--- src/rtl/vga_sprite_scanner.sv ---
// Raster scan master and sprite compositor: drives X/Y to the sprite layer and
// composites its delayed reply over a background. Optional colour key: `define SPRITE_COLORKEY_EN.
module vga_sprite_scanner #(
  parameter int          H_ACTIVE     = 640,
  parameter int          H_FP         = 16,
  parameter int          H_SYNC       = 96,
  parameter int          H_BP         = 48,
  parameter int          V_ACTIVE     = 480,
  parameter int          V_FP         = 10,
  parameter int          V_SYNC       = 2,
  parameter int          V_BP         = 33,
  parameter int          SPRITE_LAT   = 2,
  parameter logic [23:0] COLORKEY_RGB = 24'hFF00FF
) (
  input  logic       clk,
  input  logic       reset,
  input  logic       enable,
  output logic [9:0] oVGA_X,
  output logic [8:0] oVGA_Y,
  output logic       oCoord_valid,
  input  logic       iSprite_val,
  input  logic [7:0] iSprite_R,
  input  logic [7:0] iSprite_G,
  input  logic [7:0] iSprite_B,
  input  logic [7:0] iBg_R,
  input  logic [7:0] iBg_G,
  input  logic [7:0] iBg_B,
  output logic [7:0] oVGA_R,
  output logic [7:0] oVGA_G,
  output logic [7:0] oVGA_B,
  output logic       oVGA_HS,
  output logic       oVGA_VS,
  output logic       oVGA_BLANK_N,
  output logic       oFrame_start
);

  localparam int H_TOTAL = H_ACTIVE + H_FP + H_SYNC + H_BP;
  localparam int V_TOTAL = V_ACTIVE + V_FP + V_SYNC + V_BP;

  localparam logic [9:0] H_ACT  = 10'(H_ACTIVE);
  localparam logic [9:0] H_LAST = 10'(H_TOTAL - 1);
  localparam logic [9:0] HS_BEG = 10'(H_ACTIVE + H_FP);
  localparam logic [9:0] HS_END = 10'(H_ACTIVE + H_FP + H_SYNC - 1);
  localparam logic [9:0] V_ACT  = 10'(V_ACTIVE);
  localparam logic [9:0] V_LAST = 10'(V_TOTAL - 1);
  localparam logic [9:0] VS_BEG = 10'(V_ACTIVE + V_FP);
  localparam logic [9:0] VS_END = 10'(V_ACTIVE + V_FP + V_SYNC - 1);

`ifdef SPRITE_COLORKEY_EN
  localparam bit KEY_EN = 1'b1;
`else
  localparam bit KEY_EN = 1'b0;
`endif

  typedef struct packed {
    logic act;
    logic hs_n;
    logic vs_n;
  } ctl_t;

  localparam ctl_t CTL_IDLE = 3'b011;

  logic [9:0]  h_q, h_d, v_q, v_d;
  logic [9:0]  x_q;
  logic [8:0]  y_q;
  logic        fs_q, fs_d;
  logic        act_c;
  ctl_t        ctl_d;
  ctl_t        pipe_q [SPRITE_LAT+1];
  logic [23:0] rgb_q, rgb_d;
  logic        hs_q, vs_q, blank_q;
  logic        key_hit, spr_sel;

  always_comb begin
    h_d = h_q;
    v_d = v_q;
    if (!enable) begin
      h_d = '0;
      v_d = '0;
    end else if (h_q == H_LAST) begin
      h_d = '0;
      v_d = (v_q == V_LAST) ? '0 : v_q + 10'd1;
    end else begin
      h_d = h_q + 10'd1;
    end
  end

  always_comb begin
    act_c = (h_q < H_ACT) && (v_q < V_ACT);
    ctl_d = CTL_IDLE;
    if (enable) begin
      ctl_d.act  = act_c;
      ctl_d.hs_n = !((h_q >= HS_BEG) && (h_q <= HS_END));
      ctl_d.vs_n = !((v_q >= VS_BEG) && (v_q <= VS_END));
    end
    fs_d = enable && (h_q == 10'd0) && (v_q == V_ACT);
  end

  // The colour key only ever masks the valid bit, so it is purely combinational
  // on the sampled sprite word and leaves the latency alone.
  assign key_hit = KEY_EN && ({iSprite_R, iSprite_G, iSprite_B} == COLORKEY_RGB);
  assign spr_sel = iSprite_val && !key_hit;

  always_comb begin
    rgb_d = '0;
    if (pipe_q[SPRITE_LAT].act)
      rgb_d = spr_sel ? {iSprite_R, iSprite_G, iSprite_B} : {iBg_R, iBg_G, iBg_B};
  end

  always_ff @(posedge clk or negedge reset) begin
    if (!reset) begin
      h_q     <= '0;
      v_q     <= '0;
      x_q     <= '0;
      y_q     <= '0;
      fs_q    <= 1'b0;
      for (int i = 0; i <= SPRITE_LAT; i++) pipe_q[i] <= CTL_IDLE;
      rgb_q   <= '0;
      hs_q    <= 1'b1;
      vs_q    <= 1'b1;
      blank_q <= 1'b0;
    end else begin
      h_q       <= h_d;
      v_q       <= v_d;
      x_q       <= (enable && act_c) ? h_q : '0;
      y_q       <= (enable && act_c) ? v_q[8:0] : '0;
      fs_q      <= fs_d;
      pipe_q[0] <= ctl_d;
      // stage 0 is the coordinate stage; stages 1..SPRITE_LAT wait out the sprite layer
      for (int i = 1; i <= SPRITE_LAT; i++) pipe_q[i] <= pipe_q[i-1];
      rgb_q     <= rgb_d;
      hs_q      <= pipe_q[SPRITE_LAT].hs_n;
      vs_q      <= pipe_q[SPRITE_LAT].vs_n;
      blank_q   <= pipe_q[SPRITE_LAT].act;
    end
  end

  assign oVGA_X       = x_q;
  assign oVGA_Y       = y_q;
  assign oCoord_valid = pipe_q[0].act;
  assign oFrame_start = fs_q;
  assign oVGA_R       = rgb_q[23:16];
  assign oVGA_G       = rgb_q[15:8];
  assign oVGA_B       = rgb_q[7:0];
  assign oVGA_HS      = hs_q;
  assign oVGA_VS      = vs_q;
  assign oVGA_BLANK_N = blank_q;

endmodule

--- config.mk ---
export PLATFORM = sky130hd
export DESIGN_NAME = vga_sprite_scanner
export DESIGN_NICKNAME = d
export VERILOG_FILES = /design/src/rtl/vga_sprite_scanner.sv
export SDC_FILE = /design/constraint.sdc
export NUM_CORES = 1
export LEC_CHECK = 0
export ABC_CLOCK_PERIOD_IN_PS = 2170
export BUFFER_PORTS_ARGS = -buffer_cell sky130_fd_sc_hd__buf_2
export CAP_MARGIN = 40
export CORE_AREA = 5 5 86 88
export DETAILED_ROUTE_END_ITERATION = 7
export DIE_AREA = 0 0 91 93
export GPL_ROUTABILITY_DRIVEN = 0
export GPL_TIMING_DRIVEN = 0
export PLACE_DENSITY = 0.84
export SYNTH_ARGS = -nofsm -noshare
export SYNTH_HDL_FRONTEND = slang
export SYNTH_SLANG_ARGS = --single-unit
--- constraint.sdc ---
create_clock -name clk -period 2.17 [get_ports clk]
set_clock_uncertainty 0.15 [all_clocks]
set_input_delay 0.1085 -clock clk [delete_from_list [all_inputs] [get_ports clk]]
set_output_delay 0.1085 -clock clk [all_outputs]
set_load 0.01 [all_outputs]
# --- Word level (Yosys, flattened, before mapping) ---
# Index checks and enable logic that the tools add are counted.
op_classes:
  addsub: 2
  n_reduce_logical: 9
  muxes: 10
  n_eq_ne: 4
  n_lt_le_gt_ge: 6
ops:
  columns: ["cell", "n"]
  rows:
  - ["2-to-1 mux 10 bit", 6]
  - ["2-to-1 mux 24 bit", 2]
  - ["adder 10 x 1 -> 10 bit (second input constant)", 2]
  - ["== test 10 bit (second input constant)", 2]
  - ["== test 10 x 9 -> 1 bit (second input constant)", 1]
  - [">= comparator 10 bit (second input constant)", 1]
  - [">= comparator 10 x 9 -> 1 bit (second input constant)", 1]
  - ["less-or-equal comparator 10 bit (second input constant)", 1]
  - ["less-or-equal comparator 10 x 9 -> 1 bit (second input constant)", 1]
  - ["zero test 10 bit", 1]
  - ["less-than comparator 10 bit (second input constant)", 1]
  - ["less-than comparator 10 x 9 -> 1 bit (second input constant)", 1]
  - ["2-to-1 mux 9 bit", 1]
  - ["logical AND 1 bit", 6]
  - ["2-to-1 mux 3 bit", 1]
  - ["zero test 1 bit", 2]
  - ["inequality test 2 x 1 -> 1 bit (second input constant)", 1]
word_totals:
  out_inout_bits: 48
  reg_bits: 76
  input_bits: 52
  word_cells: 49

# --- Depth between registers and ports, before layout ---
depth:
  ltp_word: 4
  mapped_depth: 6
  ltp_nobuf: 6

# --- Worst setup path before layout ---
# OpenSTA, ideal clock, no wires.
synth_path:
  path_kind: "reg-to-reg"
  startpoint: "register v_q[0]"
  endpoint: "register v_q[5]"
  stages_incl_launch_ff: 7
  setup_slack_ns: 0.458
  path_buffers: 0
  synth_period_minus_slack_ns: 1.712
  setup_ns: 0.120
  required_ns: 1.900
  arrival_ns: 1.442
  cell_sequence: "dfrtp_1 inv_1 ha_1 and4bb_1 a41oi_2 and2_1 a31o_1"
synth_between:
  elab_chain_cells: 4
  elab_cells_between_ends: 5
  classes_between: "add/sub (1); eq/ne (1); mux (3)"
synth_lines:
  columns: ["element", "line_no", "source"]
  rows:
  - ["start: declaration", "63", "logic [9:0] h_q, h_d, v_q, v_d;"]
  - ["start signal: assignment", "124", "v_q <= v_d;"]
  - ["adder 10 x 1 -> 10 bit / == test 10 bit (equally long branches)", "82", "v_d = (v_q == V_LAST) ? '0 : v_q + 10'd1;"]
  - ["2-to-1 mux 10 bit *", "82", null]
  - ["2-to-1 mux 10 bit *", "80", "end else if (h_q == H_LAST) begin"]
  - ["2-to-1 mux 10 bit *", "77", "if (!enable) begin"]
# Mark *: on every way between the ends. The rest lies on a longest branch, timed or not. The select of a mux whose other input is x is not followed.
# A chain may end at the register's enable or synchronous reset.

# --- Final worst setup path ---
layout_path:
  startpoint: "register v_q[6]"
  endpoint: "register fs_q (netlist: oFrame_start)"
layout_between:
  elab_chain_cells: 2
layout_lines:
  columns: ["element", "line_no", "source"]
  rows:
  - ["== test 10 x 9 -> 1 bit", "96", "fs_d = enable && (h_q == 10'd0) && (v_q == V_ACT);"]
  - ["logical AND 1 bit", "96", null]
  - ["net fs_d", "66", "logic fs_q, fs_d;"]
  - ["end signal: assignment", "127", "fs_q <= fs_d;"]
  - ["end: declaration", "66", null]
# The timed path passes the listed nets, and every way through them passes these cells.

==> out/results.tsv <==
metric	value	unit
setup_viol	0	
placed_area	3884	µm²
std_cell_rows	30	
clockBufferDepth	2	
syn-cell-area	3263	µm²
seq_area	1912	µm²
ys.flop_type	dfrtp_1	
critPathTopFamily	simple AND/OR/NAND/NOR gates	
cellPowerDensity	640.0	nW/µm²
tightestPinTransition	0.5930	ns
totalWireLength	10180	µm
antenna_left	0	
avgSynthCellArea	12.04	µm²
core	6569	µm²
rsz0062_at_grt	false	
pin_count	100	
clk_pin_slew	0.08	ns
start_util	49.68	%
crit_chain	buf_2 > nand4_1 > nor4_2 > nand3_1 > nor4b_2	
clkLatencyLatePin	0.34	ns
slew_headroom	60.17	%
dp_hpwl	5247	µm
wl_per_cell	19.69	µm
dieArea	8463	µm²
ys_seq_area_share	58.59	%
drc	0	
critPathMaxFanout	9	
end_kind	register	
fillCellCount	384	
diodes	0	
cts_tree	yes	
synth_edf_count	0	
vias_per_cell	5.559	
drt-initial-drc-count	256	
synth_nets	327	
start_kind	register	
yosysWarningCount	0	
hold_ws	0.1683	ns
fmax	496.4	MHz
cts_setup_buffers	0	
critPathSlowestCell	nor4_2	
hold_path.class	in -> async	
port-buffer-count	98	
drive_above_1_share	33.64	%
die_h	93	µm
grt_max_degree	67	
synth_cells	271	
final-hold-violation-count	0	
multi_input_area	1240	µm²
htreeDepth	3	
vias	2874	
cts_made_buffers	9	
die_x	91	µm
cp_slowest_stage_delay	0.51	ns
drtPass1Iterations	5	
grt_pass1_wl	16380	µm
critPathKind	reg -> reg	
slew_viol_final	0	
p_leak	2.288	nW
grt_overflow	0	
synthArstFlopShare	100.0	%
cp_data_required_time	2.26	ns
antenna_found_initial	0	
synth.distinct_cells	47	
tns	0	ns
finish.instance_area	4602	µm²
post-route-period-util	92.83	%
nets	488	
ir_worst_vdd	378.5	µV
period_needed	2.014	ns
clock-sinks	76	
cp.buffers_inverters	1	
status	finished, final reports clean	
grt_usage	24.89	%
synth-seq-cells	76	
cap_violations	0	
syn2layout_area_growth	41.03	%
arrival	2.10	ns
grt_pass1_vias	2922	
cts-root-buf	clkbuf_8	
[area by class of cell]
class	instances	share of cell area [%]
multi-input combinational	171	26.94
buffer	16	1.903
timing repair buffer	150	22.40
tap	80	2.175
clock buffer	10	2.991
sequential	76	41.54
inverter	8	0.6525
clock inverter	6	1.387
[report_power, final]
group          switching [mW]  leakage (nW)  internal, mW
logic                   0.184          1.20         0.193
registers              0.0218         0.994          1.46
clock network           0.526        0.0983         0.560
total                   0.732          2.29          2.21
[tightest hold or removal path, cell delays in order]
cell	delay, ns
dlygate4sd3_1	0.53
buf_4	0.14
buf_16	0.27
[final timing paths]
kind	startpoint	end	slack [ns]	cells after the start
min in group clk	pipe_q[5]$_DFF_PN0_	pipe_q[2]$_DFF_PN0_	0.21	0
max in group asynchronous	reset	v_q[4]$_DFFE_PN0P_	0.83	3
worst max register to register	v_q[6]$_DFFE_PN0P_	oFrame_start$_DFF_PN0_	0.16	5
worst max-delay path	v_q[6]$_DFFE_PN0P_	oFrame_start$_DFF_PN0_	0.16	5
worst min register to register	pipe_q[5]$_DFF_PN0_	pipe_q[2]$_DFF_PN0_	0.21	0
worst min-delay path	reset	oVGA_X[5]$_DFF_PN0_	0.17	3
[kinds of logic after synthesis]
kind of cell	Yosys count	share of synthesized area, %
compound gates	23	5.521
xor+xnor	7	1.879
fa+ha+maj	4	1.534
buf+inv	24	3.604
flops	76	58.59
mux	24	7.362
simple gates	113	21.51
[cells in the final DEF, fill, tap and decap left out, types with 2 or more instances in the layout]
master	count
a31oi_1	3
dlygate4sd3_1	51
and2_1	22
clkinv_2	2
dfstp_2	8
a22o_1	2
buf_4	3
xor2_1	3
o31ai_1	2
buf_2	107
a21o_1	2
nand4_1	5
clkinvlp_4	2
xnor2_1	4
nor3_1	7
a41oi_1	2
nand2b_1	2
or3_1	2
clkbuf_8	10
nand2_1	7
o211ai_1	2
and4_1	2
inv_1	7
o21ai_0	3
ha_1	4
nor2b_1	24
nand3_1	19
mux2i_1	24
clkbuf_1	3
nor2_1	11
dfrtp_1	68
[state kept, by name, indices dropped and copies added (netlist names)]
name and count:
pipe_q 8, oCoord_valid 1, oVGA_Y 9, oVGA_X 10
oVGA_VS 1, h_q 10, oFrame_start 1, v_q 10
oVGA_BLANK_N 1, rgb_q 24, oVGA_HS 1
[cell usage after synthesis (all sizes together) (2+ instances only)]
cell type / instances / area share, %
dfrtp: 68 / 52
mux2i: 24 / 7.4
nor2b: 24 / 4.6
and2: 22 / 4.2
nand3: 19 / 2.9
buf: 13 / 2.3
nor2: 11 / 1.3
dfstp: 8 / 6.4
inv: 8 / 0.92
nand2: 7 / 0.81
nor3: 7 / 1.1
nand4: 6 / 1.3
ha: 4 / 1.5
xnor2: 4 / 1.1
a31oi: 3 / 0.58
a41oi: 3 / 1.0
clkbuf: 3 / 0.35
nor4: 3 / 1.0
o21ai: 3 / 0.46
o31ai: 3 / 0.84
xor2: 3 / 0.81
a21o: 2 / 0.46
a21oi: 2 / 0.42
a22o: 2 / 0.54
and4: 2 / 0.54
and4bb: 2 / 0.77
nand2b: 2 / 0.38
nor4b: 2 / 0.73
o211ai: 2 / 0.46
or3: 2 / 0.38
[through the flow]
stage	cells	setup WS (ns)	total power, mW	util [%]
after floorplan	271	0.4580	1.628	-
after global placement	449	0.2781	1.753	58.67
after detailed placement	450	0.2081	1.771	59.12
final	517	0.1556	2.945	70.06
after global routing	517	0.03115	3.057	70.06
after CTS	517	0.2116	2.929	69.96
[what timing repair did]
| item | in CTS | in global routing |
|---|---|---|
| endpoints found under the setup margin | 0 | 1 |
| hold buffers | 51 | 0 |
| hold endpoints to repair | 95 | 0 |
| resized for setup | 0 | 1 |
[per-layer routing]
metal	vias up	share of wire (%)	wire [µm]	global-route usage, %
met1	1433	40	4036	30.46
met3	16	7.9	802	5.712
li1	1259	-	-	-
met5	-	0	0	0
met2	166	50	5132	42.91
met4	0	2.1	209	9.291
No activity file was read; power rests on OpenSTA's default activity.
